--- config.mk ---
export PLATFORM = sky130hd
export DESIGN_NAME = oscillator_sequencer
export DESIGN_NICKNAME = d
export VERILOG_FILES = /design/src/rtl/oscillator_sequencer.sv
export SDC_FILE = /design/constraint.sdc
export NUM_CORES = 1
export LEC_CHECK = 0
export BUFFER_PORTS_ARGS = -buffer_cell sky130_fd_sc_hd__buf_2
export CAP_MARGIN = 20
export CELL_PAD_IN_SITES_DETAIL_PLACEMENT = 1
export CELL_PAD_IN_SITES_GLOBAL_PLACEMENT = 2
export CORE_MARGIN = 5
export CORE_UTILIZATION = 33
export CTS_CLUSTER_SIZE = 24
export DETAILED_ROUTE_END_ITERATION = 12
export PLACE_DENSITY = 0.89
export SLEW_MARGIN = 20
export SYNTH_ARGS = -nofsm -noshare
export SYNTH_HDL_FRONTEND = slang
export SYNTH_SLANG_ARGS = --single-unit
--- constraint.sdc ---
create_clock -name CLOCK_50 -period 5.51 [get_ports CLOCK_50]
set_input_delay 1.3775 -clock CLOCK_50 [delete_from_list [all_inputs] [get_ports CLOCK_50]]
set_output_delay 1.3775 -clock CLOCK_50 [all_outputs]
set_load 0.02 [all_outputs]
--- src/rtl/oscillator_sequencer.sv ---
// rtl/oscillator_sequencer.sv - step/plot sequencer for the coupled spring-mass Euler oscillator
module oscillator_sequencer #(
  parameter int WIDTH  = 18,
  parameter int XRES   = 640,
  parameter int YRES   = 480,
  parameter int YSHIFT = 9
) (
  input  logic             CLOCK_50,
  input  logic             reset,
  input  logic             cfg_load,
  input  logic             cfg_pause,
  input  logic [15:0]      step_period,
  output logic             osc_init,
  output logic             osc_step,
  input  logic             osc_done,
  input  logic [WIDTH-1:0] x1,
  input  logic [WIDTH-1:0] x2,
  output logic [9:0]       px_x,
  output logic [8:0]       px_y,
  output logic [1:0]       px_color,
  output logic             px_valid,
  input  logic             px_ready,
  output logic [9:0]       col,
  output logic [15:0]      wraps
);

  typedef enum logic [2:0] {S_INIT, S_WAIT, S_STEP, S_PLOT1, S_PLOT2} state_t;

  localparam logic signed [10:0] Y_MID  = 11'(YRES / 2);
  localparam logic signed [10:0] Y_MAX  = 11'(YRES - 1);
  localparam logic [9:0]         COL_MAX = 10'(XRES - 1);

  state_t           state_q, state_d;
  logic             init_cnt_q, init_cnt_d;
  logic [15:0]      cnt_q, cnt_d;
  logic [9:0]       col_q, col_d;
  logic [15:0]      wraps_q, wraps_d;
  logic [WIDTH-1:0] x1_q, x1_d, x2_q, x2_d;
  logic             stepped_q, stepped_d;
  logic             load_pend_q, load_pend_d;
  logic [15:0]      period_m1;
  logic             restart;

  // Signed state value to screen row: centre at YRES/2, positive displacement goes up.
  function automatic logic [8:0] map_y(input logic [WIDTH-1:0] v);
    logic signed [WIDTH-1:0] sv;
    logic signed [10:0]      s;
    logic signed [10:0]      y;
    sv = $signed(v) >>> YSHIFT;
    s  = 11'(sv);
    y  = Y_MID - s;
    if (y < 11'sd0)
      y = 11'sd0;
    else if (y > Y_MAX)
      y = Y_MAX;
    return y[8:0];
  endfunction

  assign period_m1 = (step_period <= 16'd1) ? 16'd0 : step_period - 16'd1;
  assign col       = col_q;
  assign wraps     = wraps_q;

  always_ff @(posedge CLOCK_50) begin
    if (!reset) begin
      state_q     <= S_INIT;
      init_cnt_q  <= 1'b0;
      cnt_q       <= 16'd0;
      col_q       <= 10'd0;
      wraps_q     <= 16'd0;
      x1_q        <= '0;
      x2_q        <= '0;
      stepped_q   <= 1'b0;
      load_pend_q <= 1'b0;
    end else begin
      state_q     <= state_d;
      init_cnt_q  <= init_cnt_d;
      cnt_q       <= cnt_d;
      col_q       <= col_d;
      wraps_q     <= wraps_d;
      x1_q        <= x1_d;
      x2_q        <= x2_d;
      stepped_q   <= stepped_d;
      load_pend_q <= load_pend_d;
    end
  end

  always_comb begin
    state_d     = state_q;
    init_cnt_d  = init_cnt_q;
    cnt_d       = cnt_q;
    col_d       = col_q;
    wraps_d     = wraps_q;
    x1_d        = x1_q;
    x2_d        = x2_q;
    stepped_d   = stepped_q;
    load_pend_d = load_pend_q;
    restart     = 1'b0;
    osc_init    = 1'b0;
    osc_step    = 1'b0;
    px_valid    = 1'b0;
    px_x        = 10'd0;
    px_y        = 9'd0;
    px_color    = 2'b00;

    case (state_q)
      S_INIT: begin
        osc_init = 1'b1;
        if (cfg_load) begin
          restart = 1'b1;
        end else if (init_cnt_q) begin
          state_d    = S_WAIT;
          cnt_d      = period_m1;
          init_cnt_d = 1'b0;
        end else begin
          init_cnt_d = 1'b1;
        end
      end
      S_WAIT: begin
        if (cfg_load) begin
          restart = 1'b1;
        end else if (!cfg_pause) begin
          if (cnt_q == 16'd0) begin
            state_d   = S_STEP;
            stepped_d = 1'b0;
          end else begin
            cnt_d = cnt_q - 16'd1;
          end
        end
      end
      S_STEP: begin
        osc_step  = !stepped_q;
        stepped_d = 1'b1;
        // A load here drops the step outright, even if its done arrives this cycle.
        if (cfg_load) begin
          restart = 1'b1;
        end else if (osc_done) begin
          x1_d    = x1;
          x2_d    = x2;
          state_d = S_PLOT1;
        end
      end
      S_PLOT1: begin
        px_valid = 1'b1;
        px_x     = col_q;
        px_y     = map_y(x1_q);
        px_color = 2'b01;
        if (cfg_load)
          load_pend_d = 1'b1;
        if (px_ready) begin
          if (cfg_load || load_pend_q)
            restart = 1'b1;
          else
            state_d = S_PLOT2;
        end
      end
      S_PLOT2: begin
        px_valid = 1'b1;
        px_x     = col_q;
        px_y     = map_y(x2_q);
        px_color = 2'b10;
        if (cfg_load)
          load_pend_d = 1'b1;
        if (px_ready) begin
          if (cfg_load || load_pend_q) begin
            restart = 1'b1;
          end else begin
            state_d = S_WAIT;
            cnt_d   = period_m1;
            if (col_q == COL_MAX) begin
              col_d   = 10'd0;
              wraps_d = wraps_q + 16'd1;
            end else begin
              col_d = col_q + 10'd1;
            end
          end
        end
      end
      default: state_d = S_INIT;
    endcase

    if (restart) begin
      state_d     = S_INIT;
      init_cnt_d  = 1'b0;
      col_d       = 10'd0;
      wraps_d     = 16'd0;
      load_pend_d = 1'b0;
    end
  end

endmodule

==> results of run 1 <==
## power by group through the flow
stage	combinational [mW]	sequential [mW]	clock, mW
3_3_place_gp	0.0741	0.493	0
2_1_floorplan	0.0470	0.492	0
4_1_cts	0.0775	0.482	0.607
6_report	0.0764	0.483	0.591
5_1_grt	0.0847	0.483	0.627
3_5_place_dp	0.0768	0.493	0
## worst paths after layout
path / startpoint / end / slack, ns / cells after the start
max: x1_q[9] / px_y[4] / 1.43 / 9
min: cnt_q[14] / cnt_q[14] / 0.48 / 2
max reg2reg: state_q[0] / cnt_q[11] / 2.85 / 4
min reg2reg: cnt_q[14] / cnt_q[14] / 0.48 / 2
## registers in the layout (all words and copies together) (netlist names), 3 cells and up
register / flops
col: 10
wraps: 16
state_q: 3
x1_q: 9
cnt_q: 16
x2_q: 9
## metal layers
metal | global-route usage | routed length (µm)
met5 | 0 | 0
met4 | 0.0546 | 149
met3 | 0.0341 | 581
met2 | 0.266 | 5450
met1 | 0.211 | 5550
## cells in the final DEF, fill, tap and decap left out, types with 3 or more instances in the layout
| master | Yosys | routed |
|---|---|---|
| sky130_fd_sc_hd__a21boi_1 | 6 | 6 |
| sky130_fd_sc_hd__a21oi_1 | 25 | 25 |
| sky130_fd_sc_hd__a31oi_1 | 4 | 4 |
| sky130_fd_sc_hd__and2_1 | 13 | 13 |
| sky130_fd_sc_hd__and3_1 | 4 | 4 |
| sky130_fd_sc_hd__and4_1 | 4 | 4 |
| sky130_fd_sc_hd__buf_2 | 7 | 89 |
| sky130_fd_sc_hd__clkbuf_16 | 0 | 9 |
| sky130_fd_sc_hd__clkinv_2 | 0 | 3 |
| sky130_fd_sc_hd__dfxtp_1 | 66 | 66 |
| sky130_fd_sc_hd__ha_1 | 7 | 7 |
| sky130_fd_sc_hd__inv_1 | 15 | 15 |
| sky130_fd_sc_hd__mux2i_1 | 21 | 21 |
| sky130_fd_sc_hd__nand2_1 | 33 | 33 |
| sky130_fd_sc_hd__nand2b_1 | 4 | 4 |
| sky130_fd_sc_hd__nand3_1 | 17 | 16 |
| sky130_fd_sc_hd__nand4_1 | 6 | 6 |
| sky130_fd_sc_hd__nor2_1 | 66 | 66 |
| sky130_fd_sc_hd__nor2b_1 | 22 | 22 |
| sky130_fd_sc_hd__nor3_1 | 11 | 11 |
| sky130_fd_sc_hd__nor3b_1 | 3 | 3 |
| sky130_fd_sc_hd__nor4_1 | 6 | 6 |
| sky130_fd_sc_hd__o211ai_1 | 6 | 6 |
| sky130_fd_sc_hd__o21a_1 | 3 | 3 |
| sky130_fd_sc_hd__o21ai_0 | 18 | 18 |
| sky130_fd_sc_hd__o21ai_1 | 4 | 4 |
| sky130_fd_sc_hd__o221ai_1 | 6 | 6 |
| sky130_fd_sc_hd__o22ai_1 | 6 | 6 |
| sky130_fd_sc_hd__o31ai_1 | 4 | 4 |
| sky130_fd_sc_hd__or2_2 | 3 | 3 |
| sky130_fd_sc_hd__or3_1 | 3 | 3 |
| sky130_fd_sc_hd__or4_1 | 5 | 5 |
| sky130_fd_sc_hd__xnor2_1 | 25 | 25 |
| sky130_fd_sc_hd__xor2_1 | 24 | 24 |
## cells in the mapped netlist, types with 2 or more instances
master and instances:
sky130_fd_sc_hd__o21ai_0 18, sky130_fd_sc_hd__o221ai_2 2, sky130_fd_sc_hd__xnor2_1 25, sky130_fd_sc_hd__and2_1 13
sky130_fd_sc_hd__ha_1 7, sky130_fd_sc_hd__a21oi_1 25, sky130_fd_sc_hd__o211a_1 2, sky130_fd_sc_hd__nand2b_1 4
sky130_fd_sc_hd__nor2b_1 22, sky130_fd_sc_hd__o31ai_1 4, sky130_fd_sc_hd__or2_2 3, sky130_fd_sc_hd__a31oi_1 4
sky130_fd_sc_hd__nor3_2 2, sky130_fd_sc_hd__o21a_1 3, sky130_fd_sc_hd__nand3_1 17, sky130_fd_sc_hd__nor3_1 11
sky130_fd_sc_hd__o221ai_1 6, sky130_fd_sc_hd__o32ai_1 2, sky130_fd_sc_hd__and4_1 4, sky130_fd_sc_hd__or3_1 3
sky130_fd_sc_hd__nand2_1 33, sky130_fd_sc_hd__or4_1 5, sky130_fd_sc_hd__buf_6 3, sky130_fd_sc_hd__clkbuf_1 14
sky130_fd_sc_hd__and3_1 4, sky130_fd_sc_hd__nor2_1 66, sky130_fd_sc_hd__a211oi_1 2, sky130_fd_sc_hd__nand4_1 6
sky130_fd_sc_hd__nor4_1 6, sky130_fd_sc_hd__mux2i_1 21, sky130_fd_sc_hd__inv_1 15, sky130_fd_sc_hd__o21ai_1 4
sky130_fd_sc_hd__o211ai_1 6, sky130_fd_sc_hd__o22ai_1 6, sky130_fd_sc_hd__dfxtp_1 66, sky130_fd_sc_hd__nor3b_1 3
sky130_fd_sc_hd__xor2_1 24, sky130_fd_sc_hd__a21boi_1 6, sky130_fd_sc_hd__buf_2 7
## layout make-up
type	count	area, µm²	share of cell area
tap	172	215	0.0430
sequential	66	1320	0.264
clock buffer	11	253	0.0505
timing repair buffer	89	445	0.0889
inverter	15	56.3	0.0112
multi-input combinational	401	2670	0.532
clock inverter	5	52.6	0.0105
## worst max-delay path: stages (launching register included)
cell and delay [ns]:
sky130_fd_sc_hd__dfxtp_1 0.35, sky130_fd_sc_hd__inv_1 0.08, sky130_fd_sc_hd__ha_1 0.17, sky130_fd_sc_hd__or3b_2 0.50, sky130_fd_sc_hd__a21oi_1 0.17, sky130_fd_sc_hd__mux2i_1 0.10, sky130_fd_sc_hd__nor4b_2 0.49, sky130_fd_sc_hd__nor2_1 0.11
sky130_fd_sc_hd__o221ai_1 0.19, sky130_fd_sc_hd__buf_2 0.20
## cell families after synthesis
logic type                 after synthesis  share of synthesized area
AOI/OAI and AO/OA                      102                      0.170
and+or+nand+nor                        222                      0.294
xor gates and xnor gates                49                      0.103
muxes                                   21                     0.0505
adders and majority gates                7                     0.0210
buffers and inverters                   40                     0.0444
DFF                                     66                      0.317
## through the flow
stage	util	hold slack, ns	power, mW	setup slack (ns)
after floorplan	-	0.442	0.539	1.94
final	0.400	0.484	1.15	1.43
after detailed placement	0.375	0.479	0.570	1.73
after CTS	0.400	0.488	1.17	1.36
after global placement	0.375	0.462	0.567	1.79
after global routing	0.400	0.515	1.19	1.12
==> run summary, run 1 <==
The logs give 0.066 for the proportion of power drawn by combinational gates and 0.162 for the global-route usage over all layers. The tools report the total number of vias as 3,921. The fraction of registers with async set or reset after synthesis came out at 0. The number of antenna violations at the first check in global routing was 0; the clock insertion delay at the later pin of the skew report was 0.34 ns. The number of setup buffers added after CTS is 0. The number of buffers inserted by hold repair at cts was 0. The post-synthesis to final-layout area growth came out at 20.2%.

At the worst endpoint, the arrival time is 2.70 ns. No sink is reached through more buffers than the 2 on the longest clock path. The run gives 0 as the max-slew violation total from the final report. For the count of non-filler cells in the finished layout, the log shows 759. After clock tree synthesis, the clock-pin slew on the worst setup and hold paths is 0.06 ns. STA classifies the critical path startpoint as a register. The achievable frequency came out at 245 MHz. After detailed routing, the average wire length per cell comes to 15.4 µm.

The number of clock sinks came out at 66. Iteration count of the initial detailed-routing pass: 4. The number of vias per cell after detailed routing works out to 5.17. The filler cells instantiated in the layout total 1,580. The fraction of the yosys area taken by sequential cells is 0.317, and the portion of total power attributed to sequential cells is 0.420. The critical path is of the reg2out type. Counting every net in the synthesized netlist gives 572.

The class of the tightest hold or removal check was reg2reg. Synthesized area divided by synthesized cell count: 8.22 µm². Global routing finished with a remaining overflow of 0. Count of buffers inserted at the top-level ports: 89. Once the clock tree was built, the resizer swapped 0 gates to a different size. The run gives 4.13 ns as the critical path required time.

Synthesis handed over a netlist of 507 instances. In this run the power density over the cells is 230 mW/mm². The detailed router finished its first iteration with 165 violations. The tools report the area of the core as 0.0125 mm².

For the final wirelength, the log shows 11,700 µm. The routed design could run at a clock period as short as 4.08 ns. The fraction of power spent switching nets is 0.232. The worst ir drop on vdd was 0.0937 mV; the reported max-cap violation count was 0. Worst-margin pin slew: 0.944 ns. Setup violations remaining at the end of the flow were counted as 0.

In this run the worst path has a maximum fanout of 6. In this run the cell area of the synthesized design comes to 0.00417 mm². The overall die area was 0.0150 mm²; the net switching power figure was 0.267 mW. The primary flip-flop cell chosen by synthesis mapping is sky130_fd_sc_hd__dfxtp_1.

The finished cells cover 0.00501 mm². The cell count after placement was 743. The root buffer selected by CTS is sky130_fd_sc_hd__clkbuf_16. On the final layout, the worst clock skew is 0.00806 ns. For this run, design rule violations remaining after detail routing come to 0. The HPWL reported at the end of detailed placement is 8710 µm. TritonCTS built the clock tree. The run gives 38 as the largest net degree at the start of global routing. The number of cell rows was 41; the total count of hold-check failures in the final report was 0.

Yosys mapped a number of flops with a built-in enable equal to 0. After synthesis, the cell types taking the most area are sky130_fd_sc_hd__dfxtp_1 32%, sky130_fd_sc_hd__nor2_1 5.9%, sky130_fd_sc_hd__xnor2_1 5.3%. Pin placement for this block handled 108 I/O pins. The run gives 0.366 as the normalized max-slew margin. The congestion estimate from routability-driven global placement came to 0.832. The post-route clock period utilization is 0.741, and the via count of the first global-routing pass is 3,939. The effective utilization at floorplan is 0.333. Setup repair after global routing left no endpoint under its margin. The detail route stage leaves a number of antenna-violating nets equal to 0. The tools report the level count of the clock H-tree as 3. The number of nets in the finished design came out at 647. The portion of synthesized cell area occupied by the leading cell type came out at 0.317. Summing all placed instances gives a cell area of 0.00470 mm². The run finished with clean final reports.

The synthesized netlist contains 72 unique library cells. The proportion of layout cells with a drive suffix above 1 was 0.223. The die height was 122 µm; the internal power was 0.884 mW. Counting flops and latches in the post-synthesis netlist gives 66.

The cell taking the most area after synthesis is sky130_fd_sc_hd__dfxtp_1. The run gives 0 as the number of diodes. The static leakage is 2.03 nW, and the width of the chip is 122 µm. STA classifies the critical path endpoint as a primary output. Buffers inserted during clock tree synthesis total 9. The run gives 0.514 as the fraction of power consumed by the clock network.

The run gives 0 ns as the final-layout setup total negative slack. The run gives 19,600 µm as the wire length of the first global-routing pass. Yosys printed 0 warnings.
Power figures use the tool's default switching activity.
==> run 2: changes to the inputs <==
--- a/config.mk
+++ b/config.mk
@@ -10,10 +10,10 @@
 export CELL_PAD_IN_SITES_DETAIL_PLACEMENT = 1
 export CELL_PAD_IN_SITES_GLOBAL_PLACEMENT = 2
 export CORE_MARGIN = 5
-export CORE_UTILIZATION = 33
+export CORE_UTILIZATION = 28
 export CTS_CLUSTER_SIZE = 24
 export DETAILED_ROUTE_END_ITERATION = 12
-export PLACE_DENSITY = 0.89
+export PLACE_DENSITY = 0.8
 export SLEW_MARGIN = 20
 export SYNTH_ARGS = -nofsm -noshare
 export SYNTH_HDL_FRONTEND = slang
==> constraint.sdc (replaced) <==
create_clock -name CLOCK_50 -period 3.55 [get_ports CLOCK_50]
set_input_delay 0.8875 -clock CLOCK_50 [delete_from_list [all_inputs] [get_ports CLOCK_50]]
set_output_delay 0.8875 -clock CLOCK_50 [all_outputs]
set_load 0.02 [all_outputs]
==> run 2 against run 1 <==
Sequential share of layout area fell by 0.46 points. Die area grew 16%. Clock power up 47%. Cell count grew 2.6%. Clock skew is 0.00081 ns lower. Global-route usage fell by 2.3 points. First-iteration DRC count decreased by 26%. Power up 51%. Register-to-register slack worse by 1.6 ns. Worst setup slack got worse by 1.2 ns. Via count is 2.5% higher. Largest power group unchanged.
==> run summary, run 2 (synthesized netlist as in run 1, its figures left out) <==
The normalized max-slew margin is 0.413. The tools report the global-route usage over all layers as 0.139. The library cell used most frequently in the layout, excluding fill and tap cells, is sky130_fd_sc_hd__buf_2. The root buffer cell chosen for the clock tree is sky130_fd_sc_hd__clkbuf_16. The number of clock sinks is 66, and the die height is 132 µm. The static leakage was 2.08 nW; the largest fanout of any net on the critical path was 6. The run finished with clean final reports.

The width of the chip works out to 132 µm. The routed length per instance is 15.5 µm, and the worst-margin pin slew is 0.873 ns. The worst-case IR drop observed on VDD is 0.224 mV. The clock tree synthesis step divided the H-tree into 3 levels. The die covers 0.0174 mm². The first global-routing pass estimated 20,300 µm of wire. At the end of routability-driven placement, the weighted congestion stood at 0.780. No sink is reached through more buffers than the 2 on the longest clock path.

The post-route clock period utilization is 0.944. In the layout the commonest cells are 87 x sky130_fd_sc_hd__buf_2, 66 x sky130_fd_sc_hd__nor2_1, 64 x sky130_fd_sc_hd__dfxtp_1. Using the TritonRoute via totals, the vias-per-cell ratio works out to 5.16. The logs give 4,122 for the via count of the first global-routing pass and 0.00725 ns for the post-route clock skew. The class of the tightest hold or removal check was reg2reg. The tools report the iteration count of the initial detailed-routing pass as 4. Buffers placed on the I/O ports in this run total 89. The number of antenna diodes in the final layout is 0. For this run the aggregate overflow at the end of global routing stands at 0. Clock tree synthesis inserted a total of 9 buffers. The post-synthesis to final-layout area growth came out at 22.6%. STA puts the critical path data required time at 2.66 ns. The number of antenna violations at the first check in global routing is 1, and the number of nets in the finished design is 657.

The clock reaches the later pin of the worst-skew pair after 0.34 ns. The proportion of layout cells with a drive suffix above 1 was 0.237. The total number of vias is 4,018, and the final wirelength is 12,100 µm. Clock-pin slew was measured on the worst setup and hold paths at 0.06 ns.

The remaining design rule violation count was 0. The worst setup path is of the reg2out kind. Data arrives at the worst endpoint at 2.46 ns. The detailed router's first-iteration violation count was 122.

In this run the standard cell core region covers 0.0146 mm². The logs give 0.286 for the effective utilization at floorplan and 0 for the total count of hold-check failures in the final report. Final setup violation count: 0. The layout has 1,746 filler cells. The kind of start point of the critical path is a register. The count of nets left with antenna violations once routing finished came out at 0. Summed over all nets, the half-perimeter wirelength after detailed placement is 8940 µm. STA classifies the critical path endpoint as a primary output. The tools report the max-slew violation total from the final report as 0.

The final critical-path required period is 3.35 ns, and the achievable frequency is 298 MHz. For the number of buffers inserted by hold repair at cts, the log shows 0. After floorplanning, the core was divided into 44 placement rows. After routing, the total negative slack on setup checks comes to 0 ns. Setup repair after global routing could not meet its margin everywhere. Overall power consumption after layout is estimated at 1.74 mW. TritonCTS built the clock tree. Max-cap violations in this run came to 0. The areal power density over the cells is 340 mW/mm², and the largest net degree at the start of global routing is 26.

Pin placement for this block handled 108 I/O pins.
## run 2: final cells by class
class | instances | area [µm²] | share of cell area
multi-input combinational | 401 | 2700 | 0.528
sequential | 66 | 1320 | 0.259
timing repair buffer | 99 | 526 | 0.103
clock buffer | 11 | 233 | 0.0456
tap | 184 | 230 | 0.0451
inverter | 15 | 56.3 | 0.0110
clock inverter | 3 | 42.5 | 0.00833
## run 2: power breakdown
group,leakage [nW],internal (mW),switching (mW)
logic,1.41,0.0504,0.0700
clock network,0.131,0.535,0.332
registers,0.533,0.745,0.00428
total,2.08,1.33,0.406
## run 2: path summary, 6_finish.rpt
| path | from | end | slack [ns] | cells after the start |
|---|---|---|---|---|
| min | cnt_q[14] | cnt_q[14] | 0.48 | 2 |
| max | x1_q[9] | px_y[2] | 0.20 | 10 |
| min reg2reg | cnt_q[14] | cnt_q[14] | 0.48 | 2 |
| max reg2reg | state_q[1] | wraps[10] | 1.22 | 7 |
## run 2: worst max-delay path, cell delays in order, from the launching register on
cell                       delay (ns)
sky130_fd_sc_hd__dfxtp_2         0.35
sky130_fd_sc_hd__inv_1           0.06
sky130_fd_sc_hd__ha_1            0.17
sky130_fd_sc_hd__or3b_4          0.42
sky130_fd_sc_hd__a21oi_2         0.16
sky130_fd_sc_hd__mux2i_2         0.10
sky130_fd_sc_hd__nor4b_4         0.23
sky130_fd_sc_hd__buf_4           0.18
sky130_fd_sc_hd__nor2_1          0.06
sky130_fd_sc_hd__o221ai_1        0.20
sky130_fd_sc_hd__buf_4           0.18
## run 2: per-layer routing
layer  global-route usage  part of all wire
met5                    0           0.00058
met4               0.0360             0.015
met3               0.0473             0.048
met2                0.233              0.49
met1                0.170              0.45
## run 2: per-stage QoR
stage                     cells  utilization  hold slack (ns)  instance area, µm²  worst slack [ns]
after floorplan             507            -            0.442                4170             0.466
after global placement      763        0.327            0.463                4770             0.332
after detailed placement    763        0.327            0.477                4770             0.253
after CTS                   778        0.348            0.483                5070            0.0670
after global routing        779        0.350            0.497                5110          -0.00481
final                       779        0.350            0.475                5110             0.199
## run 2: repair_timing
item / 4_1_cts / 5_1_grt
gates resized for setup: 4 / 6
cloned: 0 / 0
pin swaps: 1 / 1
buffers inserted: 1 / 1
endpoints found under the setup margin: 5 / 6
